[config.mk]
export PLATFORM = sky130hd
export DESIGN_NAME = sram_port_arbiter_flat
export DESIGN_NICKNAME = d
export VERILOG_FILES = /design/src/rtl/sram_port_arbiter_if.sv /design/src/rtl/sram_port_arbiter.sv /design/src/flat_wrapper.sv
export SDC_FILE = /design/constraint.sdc
export NUM_CORES = 1
export LEC_CHECK = 0
export BUFFER_PORTS_ARGS = -buffer_cell sky130_fd_sc_hd__clkbuf_2
export CAP_MARGIN = 10
export CORE_AREA = 2 2 112 114
export CTS_CLUSTER_SIZE = 40
export DETAILED_ROUTE_END_ITERATION = 12
export DIE_AREA = 0 0 114 116
export PLACE_DENSITY = 0.66
export SKIP_LAST_GASP = 1
export SLEW_MARGIN = 0
export SYNTH_ARGS = -nofsm -noshare
export SYNTH_HDL_FRONTEND = slang
export SYNTH_SLANG_ARGS = --single-unit
[constraint.sdc]
create_clock -name clk -period 2.32 [get_ports clk]
set_input_delay 0.116 -clock clk [delete_from_list [all_inputs] [get_ports clk]]
set_output_delay 0.116 -clock clk [all_outputs]
set_load 0.01 [all_outputs]
[src/rtl/sram_port_arbiter_if.sv]
`default_nettype none
// ============================================================================
//  Module   : sram_port_arbiter_if
//  Purpose  : One master-side memory request/response channel (picorv32
//             native-bus style) into the shared SRAM arbiter.
//  Signals  : valid  - request present, held until ready
//             addr   - byte address
//             wdata  - write data
//             wstrb  - byte strobes, 0 = read, nonzero = write
//             ready  - one-cycle completion pulse
//             rdata  - read data, valid with ready and held afterwards
//  Modports : master (requester side), slave (arbiter side)
//  Revision : 1.0 - initial release
// ============================================================================
interface sram_port_arbiter_if;
  logic        valid;
  logic [31:0] addr;
  logic [31:0] wdata;
  logic [3:0]  wstrb;
  logic        ready;
  logic [31:0] rdata;

  modport master (
    output valid, addr, wdata, wstrb,
    input  ready, rdata
  );

  modport slave (
    input  valid, addr, wdata, wstrb,
    output ready, rdata
  );
endinterface
`default_nettype wire

[src/rtl/sram_port_arbiter.sv]
`default_nettype none
// ============================================================================
//  Module   : sram_port_arbiter
//  Purpose  : Two-master arbiter/sequencer for a shared single-port SRAM.
//             Master 0 is the CPU bus, master 1 the host (loader/dump) port.
//             Accesses are serialised through IDLE -> ISSUE -> (WAIT) -> ACK,
//             ties are broken round-robin, and host_lock keeps master 0 out.
//  Ports    : clk, nRST         - clock, synchronous active-low reset
//             m0, m1            - master channels (slave modport)
//             host_lock         - blocks new grants to master 0
//             sram_rd_en/wr_en  - SRAM command strobes
//             sram_addr/din/be  - SRAM word address, write data, byte enables
//             sram_dout         - SRAM read data (one cycle after sram_rd_en)
//             busy              - high whenever not IDLE
//             oob_err           - pulse when an out-of-range access completes
//  Revision : 1.0 - initial release
// ============================================================================
module sram_port_arbiter #(
  parameter int AW = 10
) (
  input  wire                clk,
  input  wire                nRST,
  sram_port_arbiter_if.slave m0,
  sram_port_arbiter_if.slave m1,
  input  wire                host_lock,
  output logic               sram_rd_en,
  output logic               sram_wr_en,
  output logic [AW-1:0]      sram_addr,
  output logic [31:0]        sram_din,
  output logic [3:0]         sram_be,
  input  wire  [31:0]        sram_dout,
  output logic               busy,
  output logic               oob_err
);

  localparam logic [1:0] c_IDLE  = 2'd0;
  localparam logic [1:0] c_ISSUE = 2'd1;
  localparam logic [1:0] c_WAIT  = 2'd2;
  localparam logic [1:0] c_ACK   = 2'd3;

  logic [1:0]  r_state;
  logic [1:0]  w_next_state;
  logic        r_gnt;          // 0 = master 0, 1 = master 1
  logic        r_last_grant;
  logic        r_oob;          // out-of-range flag of the access in flight
  logic [31:0] r_m0_rdata;
  logic [31:0] r_m1_rdata;

  logic        w_elig0;
  logic        w_elig1;
  logic        w_any_req;
  logic        w_pick;
  logic [31:0] w_sel_addr;
  logic [31:0] w_sel_wdata;
  logic [3:0]  w_sel_wstrb;
  logic        w_sel_write;
  logic        w_sel_oob;
  logic        w_unused_addr_lsb;

  // host_lock only matters here, so it is effectively sampled in IDLE:
  // an already-granted master-0 access runs to completion.
  assign w_elig0   = m0.valid & ~host_lock;
  assign w_elig1   = m1.valid;
  assign w_any_req = w_elig0 | w_elig1;
  // On a tie the master that was not served last wins; a lone requester wins.
  assign w_pick    = (w_elig0 & w_elig1) ? ~r_last_grant : w_elig1;

  // Masters hold their request until ready, so the live inputs of the
  // granted master are stable for the whole transaction.
  assign w_sel_addr  = r_gnt ? m1.addr  : m0.addr;
  assign w_sel_wdata = r_gnt ? m1.wdata : m0.wdata;
  assign w_sel_wstrb = r_gnt ? m1.wstrb : m0.wstrb;
  assign w_sel_write = |w_sel_wstrb;
  assign w_sel_oob   = |w_sel_addr[31:AW+2];
  // Byte-lane bits of the address carry no meaning for a word SRAM.
  assign w_unused_addr_lsb = ^w_sel_addr[1:0];

  // State register
  always_ff @(posedge clk) begin
    if (!nRST) begin
      r_state <= c_IDLE;
    end else begin
      r_state <= w_next_state;
    end
  end

  // Next-state logic
  always_comb begin
    w_next_state = r_state;
    case (r_state)
      c_IDLE:  if (w_any_req) w_next_state = c_ISSUE;
      c_ISSUE: w_next_state = w_sel_write ? c_ACK : c_WAIT;
      c_WAIT:  w_next_state = c_ACK;
      c_ACK:   w_next_state = c_IDLE;
      default: w_next_state = c_IDLE;
    endcase
  end

  // Grant bookkeeping and read-data capture
  always_ff @(posedge clk) begin
    if (!nRST) begin
      r_gnt        <= 1'b0;
      r_last_grant <= 1'b1;
      r_oob        <= 1'b0;
      r_m0_rdata   <= 32'h0;
      r_m1_rdata   <= 32'h0;
    end else begin
      if ((r_state == c_IDLE) && w_any_req) begin
        r_gnt        <= w_pick;
        r_last_grant <= w_pick;
      end
      if (r_state == c_ISSUE) begin
        r_oob <= w_sel_oob;
      end
      // An out-of-range read never touched the SRAM, so it returns zero.
      if (r_state == c_WAIT) begin
        if (r_gnt) begin
          r_m1_rdata <= r_oob ? 32'h0 : sram_dout;
        end else begin
          r_m0_rdata <= r_oob ? 32'h0 : sram_dout;
        end
      end
    end
  end

  // Output logic
  always_comb begin
    sram_rd_en = 1'b0;
    sram_wr_en = 1'b0;
    sram_addr  = '0;
    sram_din   = 32'h0;
    sram_be    = 4'h0;
    m0.ready   = 1'b0;
    m1.ready   = 1'b0;
    oob_err    = 1'b0;
    busy       = (r_state != c_IDLE);
    case (r_state)
      c_ISSUE: begin
        sram_addr  = w_sel_addr[AW+1:2];
        sram_din   = w_sel_wdata;
        sram_be    = w_sel_write ? w_sel_wstrb : 4'b1111;
        sram_wr_en = w_sel_write & ~w_sel_oob;
        sram_rd_en = ~w_sel_write & ~w_sel_oob;
      end
      c_ACK: begin
        m0.ready = ~r_gnt;
        m1.ready = r_gnt;
        oob_err  = r_oob;
      end
      default: begin
      end
    endcase
  end

  assign m0.rdata = r_m0_rdata;
  assign m1.rdata = r_m1_rdata;

endmodule
`default_nettype wire

[src/flat_wrapper.sv]
// flat-port wrapper written by rule: the top's interface ports become plain ports
module sram_port_arbiter_flat 
#(
  parameter int AW = 10
)
  (clk, nRST, host_lock, sram_rd_en, sram_wr_en, sram_addr, sram_din, sram_be, sram_dout, busy, oob_err, m0_valid, m0_addr, m0_wdata, m0_wstrb, m0_ready, m0_rdata, m1_valid, m1_addr, m1_wdata, m1_wstrb, m1_ready, m1_rdata);
  sram_port_arbiter_if m0_i ();
  sram_port_arbiter_if m1_i ();
  input  wire clk;
  input  wire nRST;
  input  wire host_lock;
  output logic sram_rd_en;
  output logic sram_wr_en;
  output logic [AW-1:0] sram_addr;
  output logic [31:0] sram_din;
  output logic [3:0] sram_be;
  input  wire  [31:0] sram_dout;
  output logic busy;
  output logic oob_err;
  input wire logic [$bits(m0_i.valid)-1:0] m0_valid;
  input wire logic [$bits(m0_i.addr)-1:0] m0_addr;
  input wire logic [$bits(m0_i.wdata)-1:0] m0_wdata;
  input wire logic [$bits(m0_i.wstrb)-1:0] m0_wstrb;
  output wire logic [$bits(m0_i.ready)-1:0] m0_ready;
  output wire logic [$bits(m0_i.rdata)-1:0] m0_rdata;
  input wire logic [$bits(m1_i.valid)-1:0] m1_valid;
  input wire logic [$bits(m1_i.addr)-1:0] m1_addr;
  input wire logic [$bits(m1_i.wdata)-1:0] m1_wdata;
  input wire logic [$bits(m1_i.wstrb)-1:0] m1_wstrb;
  output wire logic [$bits(m1_i.ready)-1:0] m1_ready;
  output wire logic [$bits(m1_i.rdata)-1:0] m1_rdata;
  assign m0_i.valid = m0_valid;
  assign m0_i.addr = m0_addr;
  assign m0_i.wdata = m0_wdata;
  assign m0_i.wstrb = m0_wstrb;
  assign m0_ready = m0_i.ready;
  assign m0_rdata = m0_i.rdata;
  assign m1_i.valid = m1_valid;
  assign m1_i.addr = m1_addr;
  assign m1_i.wdata = m1_wdata;
  assign m1_i.wstrb = m1_wstrb;
  assign m1_ready = m1_i.ready;
  assign m1_rdata = m1_i.rdata;
  sram_port_arbiter #(.AW(AW)) u_core (.clk(clk), .nRST(nRST), .m0(m0_i), .m1(m1_i), .host_lock(host_lock), .sram_rd_en(sram_rd_en), .sram_wr_en(sram_wr_en), .sram_addr(sram_addr), .sram_din(sram_din), .sram_be(sram_be), .sram_dout(sram_dout), .busy(busy), .oob_err(oob_err));
endmodule
# Word level (Yosys, flattened, before mapping)
# Index checks and enable logic that the tools add are counted.
# W data, S select, Z words.
[op_classes]
eq_ne = 4
muxes = 17
bitwise = 10
n_reduce_logical = 7
[ops]
columns = ["op", "n"]
rows = [
  ["$mux W32", 4],
  ["$reduce_or A20 Y1", 1],
  ["$mux W4", 3],
  ["$mux W10", 1],
  ["$pmux W2 S4", 1],
  ["$mux W1", 7],
  ["$not A1 Y1", 5],
  ["$and A1 B1 Y1", 4],
  ["$eq A2 B2 Y1 const B", 2],
  ["$reduce_and A2 Y1", 2],
  ["$reduce_or A4 Y1", 1],
  ["$eq A2 B1 Y1 const B", 1],
  ["$logic_not A2 Y1", 1],
  ["$mux W2", 1],
  ["$ne A2 B1 Y1 const B", 1],
  ["$reduce_bool A2 Y1", 1],
  ["$logic_and A1 B1 Y1", 1],
  ["$or A1 B1 Y1", 1],
]
[word_totals]
regBits = 69
in_bits = 173
out_inout_bits = 116
word_cells = 44

# Depth between registers and ports, before layout
[logic_depth]
depth_word = 5
depth_mapped = 7
depth_no_buf = 6

# Least setup slack after synthesis
# Ideal clock, no wire load.
[synth_timing]
path_type = "flip-flop to output port"
from = "register u_core.r_state[1]"
to = "output port sram_din[21]"
arrival_time_ns = 1.187
required_ns = 2.204
path_slack_ns = 1.017
path_stages_with_launch = 6
path_buffers = 2
cell_sequence = "dfxtp_1 -> inv_1 -> ha_1 -> buf_2 -> clkbuf_1 -> nor2b_1"
[synth_between]
elab_chain_cells = 2
[synth_lines]
columns = ["item", "line", "text"]
rows = [
  ["start, declared", "sram_port_arbiter.sv:41", "logic [1:0] r_state;"],
  ["start signal, assigned", "sram_port_arbiter.sv:81", "r_state <= c_IDLE;"],
  ["start signal, assigned", "sram_port_arbiter.sv:83", "r_state <= w_next_state;"],
  ["$eq A2 B1 Y1", "sram_port_arbiter.sv:137", "case (r_state)"],
  ["$mux W32", "sram_port_arbiter.sv:137", ""],
  ["end, declared", "flat_wrapper.sv:15", "output logic [31:0] sram_din;"],
]
# No other way between the ends.

# Worst setup path after layout
[layout_timing]
from = "register u_core.r_gnt"
to = "output port sram_wr_en"
[layout_between]
elab_chain_cells = 5
elab_cells_between_ends = 7
classes_between = "3 x mux; 2 x bitwise; 2 x reduce/logical"
[layout_lines]
columns = ["item", "line", "text"]
rows = [
  ["start, declared", "sram_port_arbiter.sv:43", "logic r_gnt;"],
  ["start signal, assigned", "sram_port_arbiter.sv:109", "r_gnt <= w_pick;"],
  ["$mux W32", "sram_port_arbiter.sv:70", "assign w_sel_addr = r_gnt ? m1.addr : m0.addr;"],
  ["$reduce_or A20 Y1", "sram_port_arbiter.sv:74", "assign w_sel_oob = |w_sel_addr[31:AW+2];"],
  ["$not A1 Y1", "sram_port_arbiter.sv:142", "sram_wr_en = w_sel_write & ~w_sel_oob;"],
  ["$and A1 B1 Y1 *", "sram_port_arbiter.sv:142", ""],
  ["$mux W1 *", "sram_port_arbiter.sv:137", ""],
  ["end, declared", "flat_wrapper.sv:13", "output logic sram_wr_en;"],
]
# Every way passes the cells marked *; elsewhere a longest branch is shown, timed or not.

==> results.toml <==
[run_status]
status = "finished clean"

[global_route]
antenna_found_initial = 0
grt.total_usage = 0.196
overflow = 0
grt_pass1_wl_um = 20200
grt_pass1_vias = 4010
grt_max_degree = 70

[timing]
rsz0062_at_grt = "no"
fin_setup_tns_ns = 0
skew_ns = 0.00919
finalMaxSlewViolations = 0
worstMarginPinSlew_ns = 0.590
min_period_ns = 2.05
hold_violations = 0
hold_slack_ns = 0.0997
finalSetupViolations = 0
period_share = 0.885
fmax_ghz = 0.487
setup_ws_ns = 0.267
slew_headroom = 0.606

[critical_path]
path_cells = "buf_12 > nor3_1 > a22oi_2 > inv_1 > nor2_1 > clkbuf_2"
cp-end-kind = "output port"
cp_top_family = "flip-flops"
cp_max_fo = 32
critPathBufInv = 3
critPathMaxStageDelay_ns = 0.51
arrival_ns = 1.94
startpoint_type = "flip-flop"
worstPathRequired_ns = 2.20
critical_path_class = "reg -> out"
crit_slowest_cell = "dfxtp_2"

[die]
core_area_sq_um = 11900
die_area_sq_um = 13200
rows = 40
io_pins = 289
start_util = 0.322
die_x_um = 114
chipHeight_um = 116

[place]
dpl.cell_count = 886
post-place-ws_ns = 0.473
gp_congestion = 0.851
portBuffers = 284
hpwlAfterDp_um = 10500
place_area_sq_um = 5400

[clock_network]
insertion_delay_ns = 0.33
cts.sinks = 69
post_cts_buffers = 0
clock_path_buffers = 2
cts_resized = 0
cts_buffers = 9
holdBufCountCts = 0
clock-root-buffer = "clkbuf_16"
h-tree-depth = 3
cts_tree = "done"
clkTransAtPathRegs_ns = 0.06

[cells_and_area]
stdcell_count = 902
antennaDiodeCount = 0
stdcell_area_sq_um = 5730
final_util = 0.481
finalNetCount = 927
drive_gt1_frac = 0.425
syn2layout_area_growth_pct = 49.3

[routing]
drt-vias-per-instance = 4.58
wirelength_um = 13300
wl_per_cell_um = 14.8
drt_iter0_drc = 276
dr_total_vias = 4132
drc_errors = 0
ant_nets = 0
drtPass1Iterations = 4

[power]
total_power_mw = 5.21
leakage_nw = 2.71
ir_drop_mv = 0.413
power.density_nw_per_um2 = 910

[yosys]
yosysUniqueCellTypes = 28
async_flop_share = 0
avgSynthCellArea_sq_um = 8.03
syn-cell-area_sq_um = 3840
yosys_warnings = 0
ys_seq_area_frac = 0.360
synthCells = 478
synth_nets = 655
synth_edf_count = 0
ys.flop_type = "dfxtp_1"
synth-seq-cells = 69

[hold_path]
hp-class = "in -> reg"

[run]
cap_viol_max_count = 0
==> placed cells by master, fill, tap and decap left out, types with 3 or more instances in the layout <==
master     netlist  routed
clkbuf_2         0     284
nand2_1        135     135
nor2b_1         78      77
dfxtp_1         69      68
a21boi_1        61      61
mux2i_1         46      46
buf_4            6      11
clkbuf_16        0       9
nor4_1           8       8
a21boi_0         8       8
nor2_1           7       7
a21oi_1          5       5
inv_1            4       4
ha_1             4       4
and2_1           3       3
==> area by class of cell <==
| cell class | instances | area [sq um] |
|---|---|---|
| Multi-Input combinational cell | 369 | 2270 |
| Clock inverter | 6 | 93.8 |
| Clock buffer | 10 | 239 |
| Tap cell | 147 | 184 |
| Timing Repair Buffer | 297 | 1540 |
| Sequential cell | 69 | 1380 |
| Fill cell | 1202 | 6180 |
| Inverter | 4 | 15.0 |
==> report_power, final <==
| group | switching, mW | total, mW | internal [mW] |
|---|---|---|---|
| sequential | 0.124 | 1.46 | 1.34 |
| combinational | 1.27 | 2.24 | 0.968 |
| clock | 0.536 | 1.51 | 0.978 |
| total | 1.93 | 5.21 | 3.28 |
==> state kept, by name, summed over array words and instances (netlist names) <==
name	flops
u_core.m1.rdata	32
u_core.r_oob	1
u_core.m0.rdata	32
u_core.r_last_grant	1
u_core.r_gnt	1
u_core.r_state	2
==> cells by family (layout without fill, tap and decap cells) <==
family	after synthesis	after routing	share of synthesized area
and+or+nand+nor	239	239	0.302
DFF	69	69	0.360
buffers and inverters	40	317	0.0492
muxes	46	46	0.120
AOI/OAI and AO/OA	80	80	0.156
adders and majority gates	4	4	0.0130
==> per-layer routing <==
metal	share of wire	track usage	vias to the layer above
li1	-	-	2117
met1	0.44	0.238	1844
met2	0.49	0.356	164
met3	0.061	0.0429	7
met4	0.0087	0.0390	0
met5	0	0	-
==> synthesized netlist by cell type, drive strengths merged, types with 2 or more instances <==
library cell / number / share of area
o21ai: 2 / 0.0036
nor2b: 78 / 0.13
inv: 4 / 0.0039
nor4: 9 / 0.016
ha: 4 / 0.013
a21oi: 5 / 0.0065
and2: 3 / 0.0049
nor2: 7 / 0.0068
mux2i: 46 / 0.12
clkbuf: 17 / 0.017
a21boi: 69 / 0.13
buf: 19 / 0.029
nand2: 135 / 0.13
dfxtp: 69 / 0.36
nand4: 2 / 0.0033
o211ai: 2 / 0.0052
==> worst register-to-register path, cell delays in order, from the launching register on <==
cell      delay [ns]
dfxtp_1         0.34
inv_1           0.09
ha_1            0.23
and2_1          0.53
buf_4           0.34
nand2_1         0.08
a21boi_1        0.14
==> worst paths after layout <==
kind / from / to / slack [ns] / cells past startpoint
worst min register to register: u_core.m0.rdata[1] / u_core.m0.rdata[1] / 0.45 / 2
worst min-delay path: m1_valid / u_core.r_last_grant / 0.1 / 3
worst max register to register: u_core.r_state[0] / u_core.m1.rdata[22] / 0.49 / 6
worst max-delay path: u_core.r_gnt / sram_wr_en / 0.27 / 6
No activity file was read; power rests on OpenSTA's default activity.
